===== src/rtl/simmem_multi_id_linkedlist_bank_pkg.sv =====
// Shared configuration types and width helpers for the simulated-memory message banks.
package simmem_pkg;

  typedef struct packed {
    int unsigned message_width;
    int unsigned num_ids;
    int unsigned total_capacity;
  } simmem_multi_bank_cfg_t;

  localparam simmem_multi_bank_cfg_t DefaultCfg = '{
    message_width:  64,
    num_ids:        4,
    total_capacity: 32
  };

  function automatic int id_width(input int num_ids);
    return (num_ids <= 1) ? 1 : $clog2(num_ids);
  endfunction

  function automatic int addr_width(input int total_capacity);
    return $clog2(total_capacity);
  endfunction

endpackage


===== src/rtl/simmem_multi_id_linkedlist_bank_if.sv =====
// Bundle of the push, release and status signals of the per-ID linked-list bank.
interface simmem_multi_id_linkedlist_bank_if
  import simmem_pkg::*;
#(
  parameter int MessageWidth  = 64,
  parameter int NumIds        = 4,
  parameter int TotalCapacity = 32
);
  localparam int IdWidth    = id_width(NumIds);
  localparam int AddrWidth  = addr_width(TotalCapacity);
  localparam int CountWidth = AddrWidth + 1;

  logic                         in_valid_i;
  logic                         in_ready_o;
  logic [IdWidth-1:0]           in_id_i;
  logic [MessageWidth-1:0]      in_data_i;
  logic [AddrWidth-1:0]         in_addr_o;
  logic [IdWidth-1:0]           release_id_i;
  logic                         out_valid_o;
  logic                         out_ready_i;
  logic [MessageWidth-1:0]      out_data_o;
  logic [NumIds*CountWidth-1:0] id_count_o;
  logic                         full_o;
  logic                         empty_o;

  modport master (
    output in_valid_i, in_id_i, in_data_i, release_id_i, out_ready_i,
    input  in_ready_o, in_addr_o, out_valid_o, out_data_o, id_count_o, full_o, empty_o
  );

  modport slave (
    input  in_valid_i, in_id_i, in_data_i, release_id_i, out_ready_i,
    output in_ready_o, in_addr_o, out_valid_o, out_data_o, id_count_o, full_o, empty_o
  );

endinterface


===== src/rtl/simmem_multi_id_linkedlist_bank_lowest_zero_enc.sv =====
// Finds the lowest-index zero bit of a vector: one-hot, binary index and an any-zero flag.
module simmem_lowest_zero_enc #(
  parameter int Width = 8,
  localparam int IdxWidth = (Width > 1) ? $clog2(Width) : 1
) (
  input  logic [Width-1:0]    vec,
  output logic [Width-1:0]    onehot,
  output logic [IdxWidth-1:0] index,
  output logic                any_zero
);

  // Scanning downwards lets the lowest zero overwrite any higher hit.
  always_comb begin
    onehot   = '0;
    index    = '0;
    any_zero = 1'b0;
    for (int i = Width - 1; i >= 0; i--) begin
      if (!vec[i]) begin
        onehot    = '0;
        onehot[i] = 1'b1;
        index     = IdxWidth'(i);
        any_zero  = 1'b1;
      end
    end
  end

endmodule


===== src/rtl/simmem_multi_id_linkedlist_bank.sv =====
// Shared-pool message store holding one FIFO linked list per ID; heads are read combinationally.
module simmem_multi_id_linkedlist_bank
  import simmem_pkg::*;
#(
  parameter int MessageWidth  = int'(DefaultCfg.message_width),
  parameter int NumIds        = int'(DefaultCfg.num_ids),
  parameter int TotalCapacity = int'(DefaultCfg.total_capacity)
) (
  input logic clk_i,
  input logic rst_i,
  simmem_multi_id_linkedlist_bank_if.slave bus
);
  localparam int IdWidth    = id_width(NumIds);
  localparam int AddrWidth  = addr_width(TotalCapacity);
  localparam int CountWidth = AddrWidth + 1;

  logic [TotalCapacity-1:0] valid_vec;
  logic [TotalCapacity-1:0] free_onehot;
  logic [AddrWidth-1:0]     free_idx;
  logic                     any_free;

  logic [MessageWidth-1:0]  data_q  [TotalCapacity];
  logic [AddrWidth-1:0]     next_q  [TotalCapacity];
  logic [AddrWidth-1:0]     head_q  [NumIds];
  logic [AddrWidth-1:0]     tail_q  [NumIds];
  logic [CountWidth-1:0]    count_q [NumIds];

  logic                     in_hs;
  logic                     out_valid;
  logic                     out_hs;
  logic                     in_list_nonempty;
  logic [AddrWidth-1:0]     head_rel;
  logic [AddrWidth-1:0]     tail_in;

  simmem_lowest_zero_enc #(.Width(TotalCapacity)) u_free_enc (
    .vec      (valid_vec),
    .onehot   (free_onehot),
    .index    (free_idx),
    .any_zero (any_free)
  );

  assign in_hs            = bus.in_valid_i && any_free;
  assign out_valid        = (count_q[bus.release_id_i] != '0);
  assign out_hs           = out_valid && bus.out_ready_i;
  assign head_rel         = head_q[bus.release_id_i];
  assign tail_in          = tail_q[bus.in_id_i];
  assign in_list_nonempty = (count_q[bus.in_id_i] != '0);

  // Per-ID list bookkeeping; a same-ID push and pop leaves the count unchanged.
  for (genvar g = 0; g < NumIds; g++) begin : g_list
    logic                  push;
    logic                  pop;
    logic [AddrWidth-1:0]  head_r;
    logic [AddrWidth-1:0]  tail_r;
    logic [CountWidth-1:0] count_r;

    assign push = in_hs && (bus.in_id_i == IdWidth'(g));
    assign pop  = out_hs && (bus.release_id_i == IdWidth'(g));

    always_ff @(posedge clk_i) begin
      if (rst_i) begin
        head_r  <= '0;
        tail_r  <= '0;
        count_r <= '0;
      end else begin
        if (push) tail_r <= free_idx;
        if (push && ((count_r == '0) || (pop && (count_r == CountWidth'(1))))) head_r <= free_idx;
        else if (pop) head_r <= next_q[head_r];
        if (push && !pop) count_r <= count_r + CountWidth'(1);
        else if (pop && !push) count_r <= count_r - CountWidth'(1);
      end
    end

    assign head_q[g]  = head_r;
    assign tail_q[g]  = tail_r;
    assign count_q[g] = count_r;
    assign bus.id_count_o[g*CountWidth +: CountWidth] = count_r;
  end

  // Entry storage; payload and link words need no reset because valid gates them.
  for (genvar e = 0; e < TotalCapacity; e++) begin : g_entry
    logic                    alloc;
    logic                    release_e;
    logic                    link;
    logic                    valid_r;
    logic [MessageWidth-1:0] data_r;
    logic [AddrWidth-1:0]    next_r;

    assign alloc     = in_hs && free_onehot[e];
    assign release_e = out_hs && (head_rel == AddrWidth'(e));
    assign link      = in_hs && in_list_nonempty && (tail_in == AddrWidth'(e));

    always_ff @(posedge clk_i) begin
      if (rst_i) valid_r <= 1'b0;
      else if (alloc) valid_r <= 1'b1;
      else if (release_e) valid_r <= 1'b0;
    end

    always_ff @(posedge clk_i) begin
      if (alloc) data_r <= bus.in_data_i;
      if (link) next_r <= free_idx;
    end

    assign valid_vec[e] = valid_r;
    assign data_q[e]    = data_r;
    assign next_q[e]    = next_r;
  end

  assign bus.in_ready_o  = any_free;
  assign bus.in_addr_o   = free_idx;
  assign bus.full_o      = !any_free;
  assign bus.empty_o     = (valid_vec == '0);
  assign bus.out_valid_o = out_valid;
  assign bus.out_data_o  = data_q[head_rel];

  int count_sum;

  always_comb begin
    count_sum = 0;
    for (int i = 0; i < NumIds; i++) count_sum += int'(count_q[i]);
  end

  always_ff @(posedge clk_i) begin
    if (!rst_i) begin
      assert (count_sum == $countones(valid_vec));
      assert (!(out_hs && !valid_vec[head_rel]));
      assert (!(in_hs && valid_vec[free_idx]));
      assert (!bus.in_valid_i || (int'(bus.in_id_i) < NumIds));
    end
  end

endmodule


===== src/flat_wrapper.sv =====
// flat-port wrapper written by rule: the top's interface ports become plain ports
module simmem_multi_id_linkedlist_bank_flat import simmem_pkg::*;
#(
  parameter int MessageWidth  = int'(DefaultCfg.message_width),
  parameter int NumIds        = int'(DefaultCfg.num_ids),
  parameter int TotalCapacity = int'(DefaultCfg.total_capacity)
)
  (clk_i, rst_i, bus_in_valid_i, bus_in_id_i, bus_in_data_i, bus_release_id_i, bus_out_ready_i, bus_in_ready_o, bus_in_addr_o, bus_out_valid_o, bus_out_data_o, bus_id_count_o, bus_full_o, bus_empty_o);
  simmem_multi_id_linkedlist_bank_if #(.MessageWidth(MessageWidth), .NumIds(NumIds), .TotalCapacity(TotalCapacity)) bus_i ();
  input logic clk_i;
  input logic rst_i;
  input wire logic [$bits(bus_i.in_valid_i)-1:0] bus_in_valid_i;
  input wire logic [$bits(bus_i.in_id_i)-1:0] bus_in_id_i;
  input wire logic [$bits(bus_i.in_data_i)-1:0] bus_in_data_i;
  input wire logic [$bits(bus_i.release_id_i)-1:0] bus_release_id_i;
  input wire logic [$bits(bus_i.out_ready_i)-1:0] bus_out_ready_i;
  output wire logic [$bits(bus_i.in_ready_o)-1:0] bus_in_ready_o;
  output wire logic [$bits(bus_i.in_addr_o)-1:0] bus_in_addr_o;
  output wire logic [$bits(bus_i.out_valid_o)-1:0] bus_out_valid_o;
  output wire logic [$bits(bus_i.out_data_o)-1:0] bus_out_data_o;
  output wire logic [$bits(bus_i.id_count_o)-1:0] bus_id_count_o;
  output wire logic [$bits(bus_i.full_o)-1:0] bus_full_o;
  output wire logic [$bits(bus_i.empty_o)-1:0] bus_empty_o;
  assign bus_i.in_valid_i = bus_in_valid_i;
  assign bus_i.in_id_i = bus_in_id_i;
  assign bus_i.in_data_i = bus_in_data_i;
  assign bus_i.release_id_i = bus_release_id_i;
  assign bus_i.out_ready_i = bus_out_ready_i;
  assign bus_in_ready_o = bus_i.in_ready_o;
  assign bus_in_addr_o = bus_i.in_addr_o;
  assign bus_out_valid_o = bus_i.out_valid_o;
  assign bus_out_data_o = bus_i.out_data_o;
  assign bus_id_count_o = bus_i.id_count_o;
  assign bus_full_o = bus_i.full_o;
  assign bus_empty_o = bus_i.empty_o;
  simmem_multi_id_linkedlist_bank #(.MessageWidth(MessageWidth), .NumIds(NumIds), .TotalCapacity(TotalCapacity)) u_core (.clk_i(clk_i), .rst_i(rst_i), .bus(bus_i));
endmodule

===== config.mk =====
export PLATFORM = sky130hd
export DESIGN_NAME = simmem_multi_id_linkedlist_bank_flat
export DESIGN_NICKNAME = d
export VERILOG_FILES = /design/src/rtl/simmem_multi_id_linkedlist_bank_pkg.sv /design/src/rtl/simmem_multi_id_linkedlist_bank_if.sv /design/src/rtl/simmem_multi_id_linkedlist_bank_lowest_zero_enc.sv /design/src/rtl/simmem_multi_id_linkedlist_bank.sv /design/src/flat_wrapper.sv
export SDC_FILE = /design/constraint.sdc
export NUM_CORES = 2
export LEC_CHECK = 0
export CAP_MARGIN = 25
export CORE_MARGIN = 10
export CORE_UTILIZATION = 59
export DETAILED_ROUTE_END_ITERATION = 8
export PLACE_DENSITY = 0.74
export SLEW_MARGIN = 25
export SYNTH_ARGS = -nofsm -noshare
export SYNTH_HDL_FRONTEND = slang
export SYNTH_HIERARCHICAL = 1
export SYNTH_SLANG_ARGS = --single-unit
export TNS_END_PERCENT = 100

===== constraint.sdc =====
create_clock -name clk_i -period 9 [get_ports clk_i]
set_clock_uncertainty 0.05 [all_clocks]
set_input_delay 1.35 -clock clk_i [delete_from_list [all_inputs] [get_ports clk_i]]
set_output_delay 1.35 -clock clk_i [all_outputs]
set_load 0.03 [all_outputs]

# ---- After elaboration in Yosys (flattened, before gate mapping)
# Index checks and enable logic that the tools add are counted.
dict set report word_totals {
  reg_bits 2304
  inputBits 72
  out_inout_bits 97
  wordCells 592
}
dict set report op_classes {
  addsub 8
  n_lt_le_gt_ge 7
  eq_ne 72
  n_mux 203
  bitwise 7
  n_reduce_logical 187
}
# op count
set op_table {}
lappend op_table {{32-bit 2-to-1 mux} 32}
lappend op_table {{64-bit binary-select mux with 5-bit select} 1}
lappend op_table {{5-bit 2-to-1 mux} 52}
lappend op_table {{5-bit equality test, second input constant} 32}
lappend op_table {{64-bit 2-to-1 mux} 2}
lappend op_table {{1-bit logical AND} 123}
lappend op_table {{5-bit binary-select mux with 5-bit select} 4}
lappend op_table {{1-bit 2-to-1 mux} 96}
lappend op_table {{5-bit by 4-bit equality test with 1-bit output, second input constant} 16}
lappend op_table {{2-bit nonzero test} 40}
lappend op_table {{6-bit 2-to-1 mux} 12}
lappend op_table {{5-bit by 3-bit equality test with 1-bit output, second input constant} 8}
lappend op_table {{32-bit logical NOT} 1}
lappend op_table {{6-bit greater-or-equal comparator, second input constant} 5}
lappend op_table {{5-bit inverter with 6-bit output} 5}
lappend op_table {{6-bit by 1-bit adder with 6-bit output, second input constant} 4}
lappend op_table {{6-bit binary-select mux with 2-bit select} 2}
lappend op_table {{6-bit by 1-bit equality test with 1-bit output, second input constant} 4}
lappend op_table {{6-bit logical NOT} 4}
lappend op_table {{6-bit by 1-bit subtractor with 6-bit output, second input constant} 4}
lappend op_table {{5-bit binary-select mux with 2-bit select} 2}
lappend op_table {{5-bit by 2-bit equality test with 1-bit output, second input constant} 4}
lappend op_table {{6-bit nonzero test} 2}
lappend op_table {{5-bit by 1-bit equality test with 1-bit output, second input constant} 2}
lappend op_table {{8 further kinds} 27}

# ---- Logic depth before layout (Yosys ltp)
dict set report logic_depth {
  depth_word 38
  mapped_depth 17
}

# ---- By module
# Netlist, hierarchy kept.
# module instances cells_per_inst area_each_um2 seq_area_each_um2
set modules_own_cells {}
lappend modules_own_cells {simmem_multi_id_linkedlist_bank 1 6557 95879.5 68225.4}
lappend modules_own_cells {simmem_lowest_zero_enc 1 115 670.6 0.0}

# ---- Least setup slack after synthesis
# No wires, ideal clock.
dict set report synth_path {
  path_type {input to output}
  start {in bus_release_id_i[0]}
  end {out bus_out_data_o[18]}
  arrival_time_ps 3939
  t_required_ps 7600
  path_slack_ps 3661
  path_stages 9
  path_cell_list {buf_6 mux4_2 buf_2 buf_2 buf_2 buf_1 nand3_1 a21oi_1 nor4b_1}
}
dict set report synth_via {
  elab_chain_cells 8
}
# element line_no
set synth_rtl {}
lappend synth_rtl {{start, declared} flat_wrapper.sv:15} ;# input wire logic [$bits(bus_i.release_id_i)-1:0] bus_release_id_i;
lappend synth_rtl {{2-bit inverter with 3-bit output (implied by the code)} simmem_multi_id_linkedlist_bank.sv:45} ;# assign head_rel = head_q[bus.release_id_i];
lappend synth_rtl {{5-bit binary-select mux with 2-bit select} simmem_multi_id_linkedlist_bank.sv:45}
lappend synth_rtl {{5-bit 2-to-1 mux (implied by the code) (2 in a row)} simmem_multi_id_linkedlist_bank.sv:45}
lappend synth_rtl {{5-bit inverter with 6-bit output (implied by the code)} simmem_multi_id_linkedlist_bank.sv:114} ;# assign bus.out_data_o = data_q[head_rel];
lappend synth_rtl {{64-bit binary-select mux with 5-bit select} simmem_multi_id_linkedlist_bank.sv:114}
lappend synth_rtl {{64-bit 2-to-1 mux (implied by the code) (2 in a row)} simmem_multi_id_linkedlist_bank.sv:114}
lappend synth_rtl {{end, declared} flat_wrapper.sv:20} ;# output wire logic [$bits(bus_i.out_data_o)-1:0] bus_out_data_o;
# No other way between the ends. The select of a mux whose other input is x is not followed.

# ---- Worst setup path after layout
dict set report layout_path {
  start {in bus_release_id_i[1]}
  end {out bus_out_data_o[30]}
}
# The elaborated chain is that of the path after synthesis.

==> impl_results.md <==
- Lkg Pwr: 33.96 nW
- Setup slack after layout: 931.6 ps
- Final GP Congestion: 0.9027
- Die H: 424.5 µm
- Port bufs: 168
- CP required: 7600 ps
- Final setup TNS: 0 ps
- Power Dens Cells: 230.6 nW/µm²
- Ys async rst share: 0
- Syn avg cell area: 14.47 µm²
- Syn Nets: 6764
- Post-CTS Resized: 0
- Peak supply drop: 208.6 µV
- Fin crit period: 8068 ps
- Die area: 180200 µm²
- Initial Util: 0.5932
- Cells after synthesis: 6672
- CTS tree: yes
- GRT Total Usage: 0.2866
- ANT nets after route: 0
- Flops & latches, synth: 2304
- CTS Hold Bufs: 0
- CP arrival: 6670 ps
- Clock root cell: clkbuf_16
- Number of global-route vias before repair: 58495
- Outcome: finished clean
- Unique masters post-synth: 77
- Layout cells sized above 1: 0.1073
- Final wirelength: 264.6 mm
- Drt first pass iters: 8
- CP Launch Type: primary input
- DR vias/cell: 6.665
- EDFF count, synth: 2208
- Initial antenna violation count: 17
- First-pass GRT wire length: 388.4 mm
- Worst rel slew slack: 0.2217
- Area grow syn2layout: 11.33%
- Num ports: 169
- Yosys warns: 6
- Final Hold Fails: 0
- Clk_lat worst skew: 890 ps
- Top FF cell, synth: edfxtp_1
- Post-Syn Area: 96550 µm²
- Worst Tran Pin Value: 1167 ps
- Final Instance Area: 107500 µm²
- Max cap viols: 0
- Slew Viols, Final: 0
- Max Fclk: 123.9 MHz
- CP endpoint kind: output port
- Chip Width: 424.5 µm
- Final HPWL DP: 146.6 mm
- CTS buffer count: 222
- Initial DRC count: 8035
- Routed len/inst: 29.03 µm
- Via count: 60762
- Smallest hold slack: 406.6 ps
- Final setup vio count: 0
- Core Area: 162800 µm²
- Critical Path Fanout Max: 28
- RSZ-0062 raised after global routing: no
- Max Root-Sink Buffers: 3
- Clk sink count: 2304
- Grt total ovfl: 0
- Clk pin slew, worst setup/hold paths: 60 ps
- CP Class: in -> out
- # rows: 148
- Hold Path Class: reg -> reg
- Final nets: 6835
- H-tree Lvls: 4
- # DRC: 0
- Crit share post-route: 0.8965
- # Post-CTS Setup Buffers: 0
- Placed inst area: 100300 µm²
- Largest net degree at the start of global routing: 145
- Place WS: 1053 ps
- Core Util, Final: 0.6604
- Sequential area share after synthesis: 0.7066
==> logic make-up after synthesis <==
logic type | share of synthesized area
simple gates | 0.09296
compound gates | 0.08281
xor+xnor | 0.001814
buf+inv | 0.02482
flops | 0.7066
fa+ha+maj | 0.002592
mux | 0.08838
==> critical path: stages <==
cell             delay (ps)
clkdlybuf4s50_1        1040
mux2_2                  460
mux2i_2                 740
nor2_2                  430
nand2_2                 500
buf_12                  300
o22ai_1                 120
nor4_1                  840
clkdlybuf4s50_1         830
==> power breakdown <==
group          leakage [nW]  internal (mW)  total [mW]  switching (mW)
Combinational          9.53           1.17        3.46            2.29
Clock                  3.59           5.46        9.42            3.96
Sequential             20.8           11.8        11.9          0.0880
Total                  34.0           18.4        24.8            6.34
==> final timing paths <==
check                             startpoint                          end  slack (ps)  cells past startpoint
hold reg to reg   u_core/g_list[1].tail_r[4]   u_core/g_list[1].tail_r[4]         410                      2
setup / recovery         bus_release_id_i[1]           bus_out_data_o[30]         930                      9
hold / removal    u_core/g_list[1].tail_r[4]   u_core/g_list[1].tail_r[4]         410                      2
setup reg to reg   u_core/g_entry[3].valid_r  u_core/g_list[3].count_r[4]        3820                     12
==> area by class of cell <==
cell class / instances / area, µm²
Clock inverter: 133 / 1469
Timing Repair Buffer: 308 / 2713
Tap cell: 2175 / 2721
Sequential cell: 2304 / 68240
Inverter: 40 / 190.2
Clock buffer: 285 / 5908
Antenna cell: 5 / 12.51
Fill cell: 10960 / 55280
Multi-Input combinational cell: 3867 / 26240
==> synthesized netlist by cell type, types with 51 or more instances <==
library cell,count,share of area
a21oi_1,291,0.015
nor3_1,77,0.0040
nor2b_1,159,0.010
nand3_1,193,0.010
edfxtp_1,2208,0.69
mux4_2,116,0.027
o22ai_1,181,0.012
a211oi_1,258,0.020
clkbuf_1,184,0.0072
nand2_1,969,0.038
nor4_1,51,0.0033
and2_0,51,0.0033
a31oi_1,163,0.011
dfxtp_1,96,0.020
buf_2,179,0.0093
mux2i_1,555,0.058
o21ai_0,81,0.0042
nor2_1,187,0.0073
==> registers in the layout, indices dropped and copies added, names as in the netlist <==
| name | flops |
|---|---|
| u_core/g_entry.next_r | 160 |
| u_core/g_list.head_r | 20 |
| u_core/g_entry.valid_r | 32 |
| u_core/g_list.count_r | 24 |
| u_core/g_list.tail_r | 20 |
| u_core/g_entry.data_r | 2048 |
==> cell usage in the layout (no fill, tap or decap), drive strengths merged, types with 100 or more instances in the layout <==
cell type,synthesis,final
a211oi,259,259
a21oi,291,291
a31oi,163,163
buf,275,189
clkbuf,186,285
clkdlybuf4s50,0,119
clkinv,3,100
edfxtp,2208,2208
mux2i,557,557
mux4,116,116
nand2,969,969
nand3,193,193
nor2,187,187
nor2b,159,159
o22ai,181,181
==> per-layer routing <==
layer | GRT usage | share of wire
met5 | 0 | 0.00036
met2 | 0.4552 | 0.47
met1 | 0.3884 | 0.37
met3 | 0.06053 | 0.11
met4 | 0.1154 | 0.043
==> stage by stage <==
step	instances	total power, mW
5_1_grt	9113	25.48
4_1_cts	9111	24.84
6_report	9117	24.78
3_5_place_dp	8693	15.55
3_3_place_gp	8692	15.50
2_1_floorplan	6672	14.26
Power figures use the tool's default switching activity.
